--- src/rtl/bcd_counter_pkg.sv ---
// Shared types and 7-segment encoding for the BCD up/down counter.
// Pure declarations; no timing or flow control of its own.
package bcd_counter_pkg;

  typedef logic [3:0] bcd_t;

  // Active-low segments, bit order {g,f,e,d,c,b,a}
  localparam logic [6:0] SEG_LUT [10] = '{
    7'h40, 7'h79, 7'h24, 7'h30, 7'h19,
    7'h12, 7'h02, 7'h78, 7'h00, 7'h10
  };

  localparam logic [6:0] SEG_BLANK = 7'h7F;

  function automatic logic [6:0] seg_encode(input bcd_t v);
    if (v > 4'd9) begin
      return SEG_BLANK;
    end
    return SEG_LUT[v];
  endfunction

endpackage

--- src/rtl/bcd_digit.sv ---
// One BCD digit: clear > load > inc > dec, wrapping 9->0 and 0->9.
// Latency 1 clk from control inputs to q; no backpressure, always accepts.
module bcd_digit
  import bcd_counter_pkg::*;
(
  input  logic clk,
  input  logic rst_n,
  input  logic inc,
  input  logic dec,
  input  logic load,
  input  logic clear,
  input  bcd_t ld_val,
  output bcd_t q,
  output logic at_max,
  output logic at_min
);

  bcd_t q_q;
  bcd_t q_d;

  always_comb begin
    q_d = q_q;
    if (clear) begin
      q_d = 4'd0;
    end else if (load) begin
      // Non-decimal load values collapse to 0 rather than propagating garbage
      q_d = (ld_val > 4'd9) ? 4'd0 : ld_val;
    end else if (inc) begin
      q_d = (q_q >= 4'd9) ? 4'd0 : q_q + 4'd1;
    end else if (dec) begin
      q_d = (q_q == 4'd0) ? 4'd9 : q_q - 4'd1;
    end
  end

  always_ff @(posedge clk or negedge rst_n) begin
    if (!rst_n) begin
      q_q <= 4'd0;
    end else begin
      q_q <= q_d;
    end
  end

  assign q      = q_q;
  assign at_max = (q_q == 4'd9);
  assign at_min = (q_q == 4'd0);

endmodule

--- src/rtl/bcd_updown_counter.sv ---
// N-digit BCD up/down counter with two-rate prescaler, wrap flag and 7-seg decode.
// bcd/wrap update 1 clk after tick; no backpressure, control inputs act every cycle.
module bcd_updown_counter
  import bcd_counter_pkg::*;
#(
  parameter int NUM_DIGITS = 2,
  parameter int SLOW_DIV   = 100000000,
  parameter int FAST_DIV   = 50000000,
  parameter int DIV_W      = 27
) (
  input  logic                    clk,
  input  logic                    rst,
  input  logic                    speed_sel,
  input  logic                    key_up,
  input  logic                    key_down,
  input  logic                    pause,
  input  logic                    clear,
  input  logic                    load,
  input  logic [4*NUM_DIGITS-1:0] load_val,
  output logic [4*NUM_DIGITS-1:0] bcd,
  output logic [7*NUM_DIGITS-1:0] hex,
  output logic                    tick,
  output logic                    wrap
);

  localparam logic [DIV_W-1:0] SLOW_TC = DIV_W'(SLOW_DIV - 1);
  localparam logic [DIV_W-1:0] FAST_TC = DIV_W'(FAST_DIV - 1);

  logic [DIV_W-1:0] presc_q, presc_d;
  logic             tick_q, tick_d;
  logic             wrap_q, wrap_d;
  logic             speed_q, speed_d;

  logic [NUM_DIGITS-1:0] inc, dec, at_max, at_min;
  bcd_t                  digit_q [NUM_DIGITS];

  logic             dir_up, dir_dn, cnt_en, up_run, dn_run;
  logic [DIV_W-1:0] term;

  always_comb begin
    presc_d = presc_q;
    tick_d  = 1'b0;
    speed_d = speed_sel;
    term    = speed_sel ? SLOW_TC : FAST_TC;
    if (clear) begin
      presc_d = '0;
    end else if (pause) begin
      presc_d = presc_q;
    end else if (speed_sel != speed_q) begin
      // Rate change restarts the period so the first tick at the new rate is a full one
      presc_d = '0;
    end else if (presc_q >= term) begin
      presc_d = '0;
      tick_d  = 1'b1;
    end else begin
      presc_d = presc_q + 1'b1;
    end
  end

  always_comb begin
    inc    = '0;
    dec    = '0;
    dir_up = key_up & ~key_down;
    dir_dn = key_down & ~key_up;
    cnt_en = tick_q & ~clear & ~load & ~pause;
    up_run = 1'b1;
    dn_run = 1'b1;
    // Digit i moves only when all lower digits are about to roll over
    for (int i = 0; i < NUM_DIGITS; i++) begin
      inc[i] = cnt_en & dir_up & up_run;
      dec[i] = cnt_en & dir_dn & dn_run;
      up_run = up_run & at_max[i];
      dn_run = dn_run & at_min[i];
    end
    wrap_d = cnt_en & ((dir_up & up_run) | (dir_dn & dn_run));
  end

  always_ff @(posedge clk or negedge rst) begin
    if (!rst) begin
      presc_q <= '0;
      tick_q  <= 1'b0;
      wrap_q  <= 1'b0;
      speed_q <= 1'b0;
    end else begin
      presc_q <= presc_d;
      tick_q  <= tick_d;
      wrap_q  <= wrap_d;
      speed_q <= speed_d;
    end
  end

  for (genvar i = 0; i < NUM_DIGITS; i++) begin : g_digit
    bcd_digit u_digit (
      .clk    (clk),
      .rst_n  (rst),
      .inc    (inc[i]),
      .dec    (dec[i]),
      .load   (load),
      .clear  (clear),
      .ld_val (load_val[4*i +: 4]),
      .q      (digit_q[i]),
      .at_max (at_max[i]),
      .at_min (at_min[i])
    );
    assign bcd[4*i +: 4] = digit_q[i];
    assign hex[7*i +: 7] = seg_encode(digit_q[i]);
  end

  assign tick = tick_q;
  assign wrap = wrap_q;

endmodule

--- config.mk ---
export PLATFORM = sky130hd
export DESIGN_NAME = bcd_updown_counter
export DESIGN_NICKNAME = d
export VERILOG_FILES = /design/src/rtl/bcd_counter_pkg.sv /design/src/rtl/bcd_digit.sv /design/src/rtl/bcd_updown_counter.sv
export SDC_FILE = /design/constraint.sdc
export NUM_CORES = 1
export LEC_CHECK = 0
export BUFFER_PORTS_ARGS = -buffer_cell sky130_fd_sc_hd__buf_2
export CAP_MARGIN = 20
export CORE_MARGIN = 5
export CORE_UTILIZATION = 45
export CTS_BUF_LIST = sky130_fd_sc_hd__clkbuf_16
export DETAILED_ROUTE_END_ITERATION = 10
export PLACE_DENSITY = 0.77
export RECOVER_POWER = 100
export SLEW_MARGIN = 20
export SYNTH_ARGS = -nofsm -noshare
export SYNTH_HDL_FRONTEND = slang
export SYNTH_SLANG_ARGS = --single-unit
export TNS_END_PERCENT = 100
--- constraint.sdc ---
create_clock -name clk -period 2.4 [get_ports clk]
set_input_delay 0.6 -clock clk [delete_from_list [all_inputs] [get_ports clk]]
set_output_delay 0.6 -clock clk [all_outputs]
set_load 0.01 [all_outputs]
Word level (Yosys, flattened, before mapping)
Memories as Yosys holds them, arrays and structs flattened.
Index checks and enable logic that the tools add are counted.
- register bits: 38
- memory bits (read-only): 224
- bits of input ports: 16
- output and inout port bits: 24
- word-level logic and storage cells: 85
- memories kept: 2
- add/subtract/negate cells: 5
- magnitude comparators: 9
- equality and inequality tests: 4
- muxes and demuxes: 33
- bitwise operators: 22
- reductions and logical operators: 4
- memory list (name ; words ; bits a word ; rd ports ; clocked after Yosys merged registers in ; wr ports ; line ; RTL):
    (no name shown) ; 16 ; 7 ; 1 ; 0 ; 0 ; bcd_counter_pkg.sv:19 ; return SEG_LUT[v];
    (no name shown) ; 16 ; 7 ; 1 ; 0 ; 0 ; bcd_counter_pkg.sv:19 ;
- operators by type and width (kind ; number):
    $mux 27 ; 5
    $mux 4 ; 14
    $mux 7 ; 8
    $add 27x1->27 const B ; 1
    $ge 27x27->1 ; 1
    $gt 4x4->1 const B ; 4
    $and 1x1->1 ; 14
    $ge 5x5->1 const B ; 2
    $not 4->5 ; 2
    $add 4x1->4 const B ; 2
    $eq 4x4->1 const B ; 2
    $ge 4x4->1 const B ; 2
    $logic_not 4->1 ; 2
    $reduce_bool 4->1 ; 2
    $sub 4x1->4 const B ; 2
    $mux 1 ; 6
    $not 1->1 ; 5
    $ne 2x1->1 const B ; 1
    $ne 1x1->1 ; 1
    $or 1x1->1 ; 1

Logic depth before layout (Yosys ltp)
- depth in word-level cells: 10
- mapped depth: 9
- mapped depth without buffers: 7

Modules after synthesis
From an unflattened synthesis, not the netlist that was laid out.
- cells, all modules: 396
- area total of the unflattened synthesis: 3304.4 um^2
- modules (own cells, without submodules) (module ; instances ; cells an instance ; area each (um^2) ; seq. area each (um^2)):
    bcd_updown_counter ; 1 ; 278 ; 2373.5 ; 750.7
    bcd_digit ; 2 ; 59 ; 465.4 ; 100.1

Least setup slack after synthesis
Ideal clock, no wire load.
- path kind: input -> register
- from: input port clear
- to: register g_digit[1].u_digit.q_q[2]
- library setup time: 0.158 ns
- arrival: 2.267 ns
- data required time: 2.242 ns
- slack: -0.024 ns
- stages on the path: 6
- buffers on the path: 1
- cells stage by stage: or4b_1 > buf_2 > nor4_4 > mux2i_1 > a2111oi_2 > o41ai_1
- word-level cells in the longest chain between the ends: 9
- elaborated cells between the ends (all ways): 12
- classes of those cells: mux (3); bitwise (8); reduce/logical (1)
- RTL lines (element ; line ; RTL):
    start: declaration ; bcd_updown_counter.sv:17 ; input logic clear,
    $not 1->1 ; bcd_updown_counter.sv:65 ; cnt_en = tick_q & ~clear & ~load & ~pause;
    $and 1x1->1 (3 in a row) ; bcd_updown_counter.sv:65 ;
    $and 1x1->1 (2 in a row) ; bcd_updown_counter.sv:70 ; inc[i] = cnt_en & dir_up & up_run;
    $mux 4 ; bcd_digit.sv:28 ; end else if (inc) begin
    $mux 4 ; bcd_digit.sv:25 ; end else if (load) begin
    $mux 4 ; bcd_digit.sv:23 ; if (clear) begin
    end signal: assignment ; bcd_digit.sv:39 ; q_q <= q_d;
    end: declaration ; bcd_digit.sv:18 ; bcd_t q_q;
Several ways; a longest one is shown, not always the timed one.
A chain may end at the register's enable or synchronous reset.

Worst setup path after layout
- from: register g_digit[0].u_digit.q_q[0]
- to: output port hex[4]
- word-level cells in the longest chain between the ends: 5
- elaborated cells between the ends (all ways): 7
- classes of those cells: order compare (1); mux (4); bitwise (1); memory (1)
- RTL lines (element ; line ; RTL):
    start: declaration ; bcd_digit.sv:18 ;
    start signal: assignment ; bcd_digit.sv:39 ;
    $not 4->5 (implied by the code) ; bcd_counter_pkg.sv:19 ;
    $mem_v2 16x7 ; - ;
    $mux 7 (implied by the code) (2 in a row) ; bcd_counter_pkg.sv:19 ;
    $mux 7 * ; bcd_counter_pkg.sv:19 ;
    end: declaration ; bcd_updown_counter.sv:21 ; output logic [7*NUM_DIGITS-1:0] hex,
Mark *: on every way between the ends. The rest lies on a longest branch, timed or not. The select of a mux whose other input is x is not followed.

==> summary.txt <==
Outcome
  – Status: completed

Routing
  – # DRC: 0
  – Drt first pass iters: 5
  – DR iter-0 viols: 127
  – DRT antenna net count: 0
  – Post-detailed-routing wire length: 8.297 mm
  – Routed WL per cell: 15.74 µm
  – Post-DR vias/cell: 6.192
  – Vias: 3,263

Cells and area
  – Fin cells: 527
  – Synthesis-to-layout area growth: 20.23%
  – Layout cells sized above 1: 19.02%
  – Reg area: 952.2 µm²
  – Fill count: 637
  – Diode count: 0
  – Design Area, Final: 3711 µm²
  – Footprint of the multi-input gates: 2013 µm²
  – NumNets Final: 480

Run
  – Max cap viols: 0

CTS
  – Root buffer cell: clkbuf_16
  – Total CTS buffers: 5
  – H-tree levels: 2
  – Clock slew at reported path FFs: 0.06 ns
  – Max clock buf depth: 2
  – CTS Hold Bufs: 0
  – Clock Sinks: 38
  – CTS tree: yes
  – Skew-Pair Late Insertion Delay: 0.28 ns

Power
  – Power Density: 515.1 nW/µm²
  – Max VDD drop: 0.2380 mV
  – Tot Pwr: 1912 µW
  – Leakage power: 0.001563 µW

Floorplanning
  – Row count: 30
  – Num ports: 40
  – Core box area: 6719 µm²
  – Vert. Die Dim: 92.82 µm
  – Die area: 8616 µm²
  – Starting Density: 45.94%
  – Die width: 92.82 µm

Global routing
  – GRT Overall Usage: 19.30%
  – GR Overflow Total: 0
  – First-pass GRT wire length: 13.92 mm
  – Largest net degree at the start of global routing: 39
  – Vias in the first global route: 2,933
  – Number of antenna violations at the first check in global routing: 0

Worst setup path
  – Startpoint Class: flop
  – Reg2Reg Depth: 6
  – Critical path class: flop to primary output
  – Critical Path Max Stage Delay: 0.39 ns
  – Critical path cell sequence: inv_2 > ha_4 > buf_4 > nor2_2 > nor2_2 > buf_2 > a22oi_1 > buf_2
  – Buf/Inv on CP: 4
  – Worst EP required: 1.80 ns
  – Crit-path max FO: 5
  – Critical Path AT: 1.72 ns
  – Reg2reg end: g_digit[1].u_digit.q[2]
  – Crit end category: primary output
  – Reg2reg start: tick
  – CP max-delay cell: dfrtp_1
  – Reg2reg setup slack: 0.19 ns
  – CP delay by family, top: buffers and inverters

Synthesis
  – Post-Synthesis Net Count: 426
  – Post-synth cell types: 54
  – Synth Cell Area: 3087 µm²
  – Asr flop ratio synth: 100.0%
  – Yosys warnings: 0
  – Fraction of the yosys area taken by sequential cells: 30.81%
  – Post-synth EDFFs: 0
  – Ys flop type: dfrtp_1
  – Mean Syn Cell Area: 7.874 µm²
  – Flops & latches, synth: 38
  – Cells after Synth: 392

STA
  – Fin. Hold Viols: 0
  – Final period util: 96.58%
  – Least-Margin Pin Slew: 0.9469 ns
  – Endpoints failing setup: 0
  – Rel. slew slack: 36.87%
  – Final Max Tran Viols: 0
  – Hold slack: 0.4526 ns
  – Fmax: 431.4 MHz
  – Layout Skew: 0.003300 ns
  – Final period demand of the worst path: 2.318 ns

Placed design
  – Placement Cell Area: 3552 µm²
  – Placed cells: 518
  – Port buffer count: 39
  – DPL Wire Length: 5.945 mm
  – Placer Congestion: 0.9150

Min path
  – Worst Hold Class: primary input to asynchronous set/reset pin
## worst reg2reg max path, stage by stage (launching register included)
cell,delay [ns]
dfrtp_1,0.39
or4b_1,0.49
nor4_1,0.33
clkbuf_2,0.28
mux2i_1,0.25
a2111oi_2,0.10
o41ai_1,0.25
## report_power, final
group | internal (µW) | switching (µW) | leakage, µW
clock network | 486 | 252 | 0.0000836
logic | 199 | 291 | 0.000960
registers | 658 | 26.6 | 0.000520
total | 1340 | 569 | 0.00156
## cell usage after synthesis, types with 2 or more instances
| cell | instances | area share [%] |
|---|---|---|
| a211oi_1 | 6 | 1.5 |
| a21boi_0 | 2 | 0.49 |
| a21o_1 | 2 | 0.49 |
| a21oi_1 | 28 | 4.5 |
| a22o_1 | 4 | 1.1 |
| a22oi_1 | 2 | 0.49 |
| a31oi_1 | 35 | 7.1 |
| and3_1 | 8 | 1.6 |
| and4_1 | 6 | 1.7 |
| clkbuf_1 | 23 | 2.8 |
| dfrtp_1 | 38 | 31 |
| ha_1 | 18 | 7.3 |
| inv_1 | 20 | 2.4 |
| mux2i_1 | 5 | 1.6 |
| nand2_1 | 38 | 4.6 |
| nand2b_1 | 8 | 1.6 |
| nand3_1 | 25 | 4.1 |
| nand3b_1 | 2 | 0.49 |
| nand4_1 | 17 | 3.4 |
| nor2_1 | 20 | 2.4 |
| nor2b_1 | 3 | 0.61 |
| nor3_1 | 10 | 1.6 |
| nor3b_1 | 2 | 0.49 |
| nor4_1 | 7 | 1.4 |
| o211ai_1 | 4 | 0.97 |
| o21ai_0 | 14 | 2.3 |
| o21bai_1 | 2 | 0.49 |
| o22ai_1 | 7 | 1.4 |
| o311ai_0 | 2 | 0.57 |
| o31ai_1 | 2 | 0.49 |
| o41ai_1 | 4 | 1.1 |
| or2_2 | 2 | 0.41 |
| or3_1 | 3 | 0.61 |
| or3b_2 | 3 | 0.85 |
## cell usage in the layout, fill, tap and decap left out, types with 3 or more instances in the layout
| master | netlist | final |
|---|---|---|
| clkbuf_2 | 0 | 6 |
| and4_1 | 6 | 6 |
| nor2_1 | 20 | 18 |
| buf_2 | 1 | 27 |
| mux2i_1 | 5 | 5 |
| nor3_1 | 10 | 9 |
| nor2b_1 | 3 | 3 |
| clkbuf_1 | 23 | 14 |
| nor4_1 | 7 | 7 |
| o41ai_1 | 4 | 4 |
| dfrtp_1 | 38 | 37 |
| o22ai_1 | 7 | 7 |
| and3_1 | 8 | 8 |
| ha_1 | 18 | 15 |
| nand4_1 | 17 | 17 |
| o211ai_1 | 4 | 4 |
| inv_1 | 20 | 19 |
| buf_4 | 0 | 25 |
| nand3_1 | 25 | 25 |
| nand2b_1 | 8 | 8 |
| a31oi_1 | 35 | 35 |
| o21ai_0 | 14 | 14 |
| a211oi_1 | 6 | 5 |
| or3_1 | 3 | 3 |
| a22o_1 | 4 | 4 |
| or3b_2 | 3 | 3 |
| nand2_1 | 38 | 38 |
| a21oi_1 | 28 | 27 |
| clkbuf_16 | 0 | 5 |
## worst max-delay path by stage
stage / slack, ns / cells past startpoint / from / end
after floorplan: -0.006 / 6 / clear / g_digit[1].u_digit.q[2]
after global placement: -0.04 / 9 / speed_sel / presc_q[20]
after detailed placement: -0.10 / 9 / speed_sel / presc_q[18]
after CTS: 0.02 / 8 / g_digit[0].u_digit.q[0] / hex[4]
after global routing: -0.02 / 8 / g_digit[0].u_digit.q[0] / hex[4]
final: 0.08 / 8 / g_digit[0].u_digit.q[0] / hex[4]
## state kept, by name, summed over array words and instances (netlist names)
name,flops
tick,1
g_digit.u_digit.q,8
presc_q,27
speed_q,1
wrap,1
## per-stage QoR
| stage | TNS [ns] | utilization [%] | setup WS, ns |
|---|---|---|---|
| 2_1_floorplan | -0.005545 | - | -0.005545 |
| 3_3_place_gp | -0.2300 | 52.87 | -0.03613 |
| 3_5_place_dp | -1.237 | 52.87 | -0.1013 |
| 4_1_cts | 0 | 55.53 | 0.02040 |
| 5_1_grt | -0.01515 | 55.23 | -0.01515 |
| 6_report | 0 | 55.23 | 0.08214 |
## timing repair
action,in CTS,in global routing
gates resized for setup,3,9
endpoints found under the setup margin,3,8
buffers inserted,0,1
cloned,0,0
pin swaps,0,1
## layer usage
layer  vias to the layer above  track usage, %  share of wire (%)
met2                       100           32.27                 46
met3                         8           3.006                6.6
met5                         -               0                  0
met4                         0           4.396               0.99
met1                      1546           26.21                 47
li1                       1609               -                  -
## cell type report
type                    count  share of cell area [%]
multi-input cells         309                   54.25
flip-flops and latches     38                   25.66
repair buffers             72                   10.92
clock buffers               5                   3.372
well taps                  80                   2.697
inverters                  20                   2.023
clock inverters             3                   1.079
## cells by family after synthesis
logic type / after synthesis / share of synthesized area (%)
multiplexers: 5 / 1.621
adder cells (fa/ha/maj): 18 / 7.296
AO/OA/AOI/OAI: 122 / 25.54
buffers and inverters: 45 / 5.512
XOR/XNOR: 1 / 0.2838
flip-flops: 38 / 30.81
AND/OR/NAND/NOR: 163 / 28.94
(Power assumes the default switching activity.)
